==> src/rtl/uart_tx_buffered.sv <==
`default_nettype none
// ============================================================================
//  Module      : uart_tx_buffered
//  Description : 8N1 UART transmitter fed by a small byte FIFO. Frames are
//                sent back to back with no idle gap while the FIFO holds
//                data and enable is high; a frame in progress always
//                completes once started (only reset aborts it).
//  Revision    : 1.0 - initial release
// ============================================================================
module uart_tx_buffered #(
    parameter int CLKS_PER_BIT = 32,
    parameter int FIFO_DEPTH   = 4
) (
    input  logic       clk,
    input  logic       rst,
    input  logic       enable,
    input  logic [7:0] data_in,
    input  logic       write,
    output logic       full,
    output logic       empty,
    output logic       tx,
    output logic       busy,
    output logic       done
);

    // ------------------------------------------------------------------------
    // Constants
    // ------------------------------------------------------------------------
    localparam int c_ptr_w = (FIFO_DEPTH > 1) ? $clog2(FIFO_DEPTH) : 1;
    localparam int c_cnt_w = (CLKS_PER_BIT > 1) ? $clog2(CLKS_PER_BIT) : 1;

    localparam logic [c_cnt_w-1:0] c_baud_last = c_cnt_w'(CLKS_PER_BIT - 1);
    localparam logic [c_cnt_w-1:0] c_baud_one  = c_cnt_w'(1);
    localparam logic [c_ptr_w:0]   c_occ_full  = (c_ptr_w + 1)'(FIFO_DEPTH);
    localparam logic [c_ptr_w:0]   c_occ_one   = (c_ptr_w + 1)'(1);
    localparam logic [c_ptr_w-1:0] c_ptr_one   = c_ptr_w'(1);

    // Explicitly encoded, 2-bit wide state machine
    typedef enum logic [1:0] {
        IDLE  = 2'd0,
        START = 2'd1,
        DATA  = 2'd2,
        STOP  = 2'd3
    } state_t;

    // ------------------------------------------------------------------------
    // Signals
    // ------------------------------------------------------------------------
    state_t               r_state;
    state_t               w_state_next;

    logic [7:0]           r_mem [0:FIFO_DEPTH-1];
    logic [c_ptr_w-1:0]   r_wr_ptr;
    logic [c_ptr_w-1:0]   r_rd_ptr;
    logic [c_ptr_w:0]     r_occ;
    logic [c_ptr_w:0]     w_occ_next;
    logic                 r_full;
    logic                 r_empty;

    logic [c_cnt_w-1:0]   r_baud;
    logic [2:0]           r_bit_idx;
    logic [7:0]           r_shift;
    logic                 r_tx;
    logic                 r_done;

    logic                 w_bit_end;
    logic                 w_pop;
    logic                 w_push;
    logic                 w_tx_next;

    // ------------------------------------------------------------------------
    // FIFO control: a push is allowed when full only if a pop frees the slot
    // on the same edge, so the occupancy simply stays put in that case.
    // ------------------------------------------------------------------------
    assign w_push    = write && (!r_full || w_pop);
    assign w_bit_end = (r_baud == c_baud_last);

    assign w_occ_next = (w_push && !w_pop) ? (r_occ + c_occ_one) :
                        (!w_push && w_pop) ? (r_occ - c_occ_one) :
                                             r_occ;

    // Storage array: write-only port, no reset needed for the data itself
    always_ff @(posedge clk) begin
        if (w_push) begin
            r_mem[r_wr_ptr] <= data_in;
        end
    end

    // Pointers, occupancy and the registered full/empty flags
    always_ff @(posedge clk) begin
        if (rst) begin
            r_wr_ptr <= '0;
            r_rd_ptr <= '0;
            r_occ    <= '0;
            r_full   <= 1'b0;
            r_empty  <= 1'b1;
        end else begin
            if (w_push) begin
                r_wr_ptr <= r_wr_ptr + c_ptr_one;
            end
            if (w_pop) begin
                r_rd_ptr <= r_rd_ptr + c_ptr_one;
            end
            r_occ   <= w_occ_next;
            r_full  <= (w_occ_next == c_occ_full);
            r_empty <= (w_occ_next == '0);
        end
    end

    // ------------------------------------------------------------------------
    // Transmit FSM
    // ------------------------------------------------------------------------

    // State register
    always_ff @(posedge clk) begin
        if (rst) begin
            r_state <= IDLE;
        end else begin
            r_state <= w_state_next;
        end
    end

    // Next-state, pop request and the line level for the current bit
    always_comb begin
        w_state_next = r_state;
        w_pop        = 1'b0;
        w_tx_next    = 1'b1;
        case (r_state)
            IDLE: begin
                if (enable && !r_empty) begin
                    w_state_next = START;
                    w_pop        = 1'b1;
                end
            end
            START: begin
                w_tx_next = 1'b0;
                if (w_bit_end) begin
                    w_state_next = DATA;
                end
            end
            DATA: begin
                w_tx_next = r_shift[0];
                if (w_bit_end && (r_bit_idx == 3'd7)) begin
                    w_state_next = STOP;
                end
            end
            STOP: begin
                w_tx_next = 1'b1;
                if (w_bit_end) begin
                    // Chain straight into the next frame when data is waiting
                    if (enable && !r_empty) begin
                        w_state_next = START;
                        w_pop        = 1'b1;
                    end else begin
                        w_state_next = IDLE;
                    end
                end
            end
            default: begin
                w_state_next = IDLE;
            end
        endcase
    end

    // Baud counter, bit index and shift register; loading restarts timing
    always_ff @(posedge clk) begin
        if (rst) begin
            r_baud    <= '0;
            r_bit_idx <= 3'd0;
            r_shift   <= 8'd0;
        end else if (w_pop) begin
            r_shift   <= r_mem[r_rd_ptr];
            r_baud    <= '0;
            r_bit_idx <= 3'd0;
        end else if (r_state == IDLE) begin
            r_baud    <= '0;
            r_bit_idx <= 3'd0;
        end else if (w_bit_end) begin
            r_baud <= '0;
            if (r_state == DATA) begin
                r_shift   <= {1'b0, r_shift[7:1]};
                r_bit_idx <= r_bit_idx + 3'd1;
            end
        end else begin
            r_baud <= r_baud + c_baud_one;
        end
    end

    // Registered line and end-of-frame pulse; both trail the FSM by one
    // cycle so done lines up with the last cycle of the stop bit on tx.
    always_ff @(posedge clk) begin
        if (rst) begin
            r_tx   <= 1'b1;
            r_done <= 1'b0;
        end else begin
            r_tx   <= w_tx_next;
            r_done <= (r_state == STOP) && w_bit_end;
        end
    end

    // ------------------------------------------------------------------------
    // Outputs
    // ------------------------------------------------------------------------
    assign tx    = r_tx;
    assign done  = r_done;
    assign busy  = (r_state != IDLE);
    assign full  = r_full;
    assign empty = r_empty;

endmodule
`default_nettype wire

==> config.mk <==
export PLATFORM = sky130hd
export DESIGN_NAME = uart_tx_buffered
export DESIGN_NICKNAME = d
export VERILOG_FILES = /design/src/rtl/uart_tx_buffered.sv
export SDC_FILE = /design/constraint.sdc
export NUM_CORES = 1
export LEC_CHECK = 0
export ABC_CLOCK_PERIOD_IN_PS = 7650
export CORE_UTILIZATION = 41
export CTS_BUF_LIST = sky130_fd_sc_hd__clkbuf_4 sky130_fd_sc_hd__clkbuf_8
export DETAILED_ROUTE_END_ITERATION = 8
export GPL_TIMING_DRIVEN = 0
export PLACE_DENSITY = 0.55
export SLEW_MARGIN = 20
export SYNTH_ARGS = -nofsm -noshare
export SYNTH_HDL_FRONTEND = slang
export SYNTH_SLANG_ARGS = --single-unit
==> constraint.sdc <==
create_clock -name clk -period 7.65 [get_ports clk]
set_clock_uncertainty 0.05 [all_clocks]
set_input_delay 1.1475 -clock clk [delete_from_list [all_inputs] [get_ports clk]]
set_output_delay 1.1475 -clock clk [all_outputs]
set_load 0.02 [all_outputs]
==> impl_metrics.tcl <==
set metrics [dict create \
    synth_xor_area_share_pct 2.28 \
    clk_latency_ns 0.32 \
    irDropWorstVdd_v 0.000156 \
    htreeDepth 3 \
    hp-start "r_baud[0]" \
    fin_setup_tns_ns 0 \
    antenna_cells 0 \
    clockBufferDepth 2 \
    cts.sinks 63 \
    max-slew-margin-rel_pct 51.5 \
    cp.required_ns 7.58 \
    antenna_left 0 \
    drive_above_1_share_pct 13.1 \
    synthAdderAreaFrac_pct 6.97 \
    rows 29 \
    grtUsageTotal_pct 15.0 \
    area_growth_syn_to_layout_pct 16.1 \
    fin_nets 251 \
    synth_top_area_cell "edfxtp_1" \
    synthSimpleGateAreaFrac_pct 10.1 \
    fill_cells 555 \
    grt_max_degree 13 \
    antenna_found_initial 0 \
    synth_edf_count 32 \
    grt_first_pass_wirelength_um 7960 \
    period_share_pct 44.7 \
    drc 0 \
    ys_async_sr_fraction_pct 0 \
    syn_avg_cell_area_um2 13.5 \
    max_stage_delay_ns 0.49 \
    dp_hpwl_um 3380 \
    die_h_um 83.0 \
    worst_path_max_delay_cell "clkdlybuf4s50_1" \
    hold_class "register to register" \
    maxCapViolations 0 \
    cts_buffers 9 \
    synth_cells 199 \
    critical_path.startpoint_type "input port" \
    clk_pin_slew_worst_paths_ns 0.07 \
    die-area_um2 6900 \
    wirelength_um 4720 \
    cts_tree "done" \
    hold_violations 0 \
    ys_top_cells_by_count "edfxtp_1, dfxtp_1, nor2_1" \
    synth_compound_area_share_pct 6.83 \
    worst_slew_pin_slew_ns 0.727 \
    finalSetupViolCount 0 \
    first_global_vias 1680 \
    status "finished clean" \
    timing.final.ws_setup_ns 4.23 \
    yosys.area.top_type_share_pct 35.7 \
    worstPathCellList "clkdlybuf4s50_1 -> or3b_4 -> or2_0 -> buf_6 -> a21boi_1 -> and2_1" \
    cts-root-buf "clkbuf_8" \
    cts_setup_buffers 0 \
    drt_pass1_iterations 4 \
    crit_buf_inv 2 \
    rr_worst_depth 9 \
    r2r_end "r_mem[2][0]" \
    coreArea_um2 6350 \
    worst_r2r_startpoint "r_baud[0]" \
    cts_hold_buffers 0 \
    dp_slack_ns 3.87 \
    numPortBuffers 14 \
    yosysSeqAreaShare_pct 58.7 \
    worstSetupEndpointType "register" \
    vias_per_cell 5.23 \
    power_density_nw_per_um2 334 \
    syn_area_um2 2690 \
    synth_flop_cell "edfxtp_1" \
    top_level_ports 17 \
    muxShareOfSynthArea_pct 12.1 \
    synth.most_common_cell "edfxtp_1" \
    period_needed_ns 3.42 \
    leakage_nw 1.17 \
    fmax_ghz 0.292 \
    synth_warnings 0 \
    crit_type "input port to register" \
    yosysUniqueCellTypes 42 \
    syn-num-nets 226 \
    globalRouteOverflowTotal 0 \
    r2r_setup_slack_ns 4.59 \
    drtIter0Drc 36 \
    rsz0062_at_grt "no" \
    ys_top_cells_by_area "edfxtp_1, dfxtp_1, ha_1, mux4_2, mux2i_1" \
    ys_seq_elements 63 \
    wl_per_cell_um 15.4 \
    synth_top_family_by_area "multiplexers" \
    vias 1600 \
    finalMaxSlewViolations 0 \
    place_area_um2 2930 \
    hold_depth 1 \
    worst-endpoint-arrival_ns 3.35 \
    fin_area_um2 3130 \
    cts-resized-gates 0 \
    crit_path_max_fanout 9 \
    critPathTopFamily "simple AND/OR/NAND/NOR gates" \
    min_to "r_baud[0]" \
    die_w_um 83.0 \
    finalWeightedCongestion 0.786 \
    start_util_pct 42.4 \
]
## stage by stage
| step | cells | power (W) | hold WS, ns | util (%) |
|---|---|---|---|---|
| floorplan | 199 | 0.000683 | 0.368 | - |
| global placement | 290 | 0.000754 | 0.379 | 46.1 |
| detailed placement | 290 | 0.000771 | 0.411 | 46.1 |
| CTS | 306 | 0.00105 | 0.422 | 49.2 |
| global route | 306 | 0.00111 | 0.434 | 49.2 |
| finish | 306 | 0.00104 | 0.415 | 49.2 |
## worst max-delay path by stage
stage                 from           to  slack [ns]  cells after the start
floorplan           enable  r_mem[0][0]        4.74                      5
global placement    enable  r_mem[2][4]        3.97                      6
detailed placement  enable  r_mem[3][2]        3.87                      6
CTS                 enable  r_mem[3][3]        4.23                      6
global route        enable  r_mem[3][3]        4.12                      6
finish              enable  r_mem[2][0]        4.23                      6
## kinds of logic (layout without fill, tap and decap cells)
group	Yosys count	in the layout
xor gates and xnor gates	7	7
muxes	22	22
AOI/OAI and AO/OA	22	22
buffers and inverters	18	48
DFF	63	63
and+or+nand+nor	52	52
adders and majority gates	15	15
## metal layers
metal / wire [um] / track usage, % / vias to the layer above
met3: 147 / 3.48 / 10
met2: 2450 / 25.9 / 29
met1: 2030 / 17.5 / 780
met4: 95 / 7.21 / 0
li1: - / - / 781
met5: 0 / 0 / -
## where the power goes
part | leakage (nW) | internal (W) | switching [W]
combinational | 0.535 | 0.000143 | 0.000166
clock | 0.0855 | 0.000150 | 0.000133
sequential | 0.547 | 0.000417 | 0.0000335
total | 1.17 | 0.000711 | 0.000332
## final cells by class
type,instances,area [um2],share of cell area [%]
multi-input combinational,118,1030,33.0
tap,77,96.3,3.08
inverter,9,33.8,1.08
sequential,63,1580,50.6
clock inverter,7,72.6,2.32
clock buffer,9,124,3.96
buffer,9,46.3,1.48
timing repair buffer,14,140,4.48
## layout by cell type, fill, tap and decap left out, types with 2 or more instances in the layout
cell type and instances:
nor3_1 3, and2_1 7, o21a_1 2, nor2_1 20, inv_1 9, mux2i_1 12
a211oi_1 9, clkdlybuf4s50_1 14, nand3_1 3, buf_1 2, clkbuf_8 9, and3_1 2
mux4_2 8, dfxtp_1 31, ha_1 15, edfxtp_1 32, nand2b_1 2, clkinvlp_4 4
nor4_1 3, a21oi_1 2, xor2_1 4, xnor2_1 3, clkbuf_1 5, nand2_1 4
## flip-flops by register name (all words and copies together), names as in the netlist, named ones only
register / count
done: 1
r_mem: 32
r_rd_ptr: 2
empty: 1
r_wr_ptr: 2
r_baud: 5
r_shift: 8
r_occ: 3
tx: 1
r_bit_idx: 3
r_state: 2
full: 1
No activity file was read; power rests on OpenSTA's default activity.
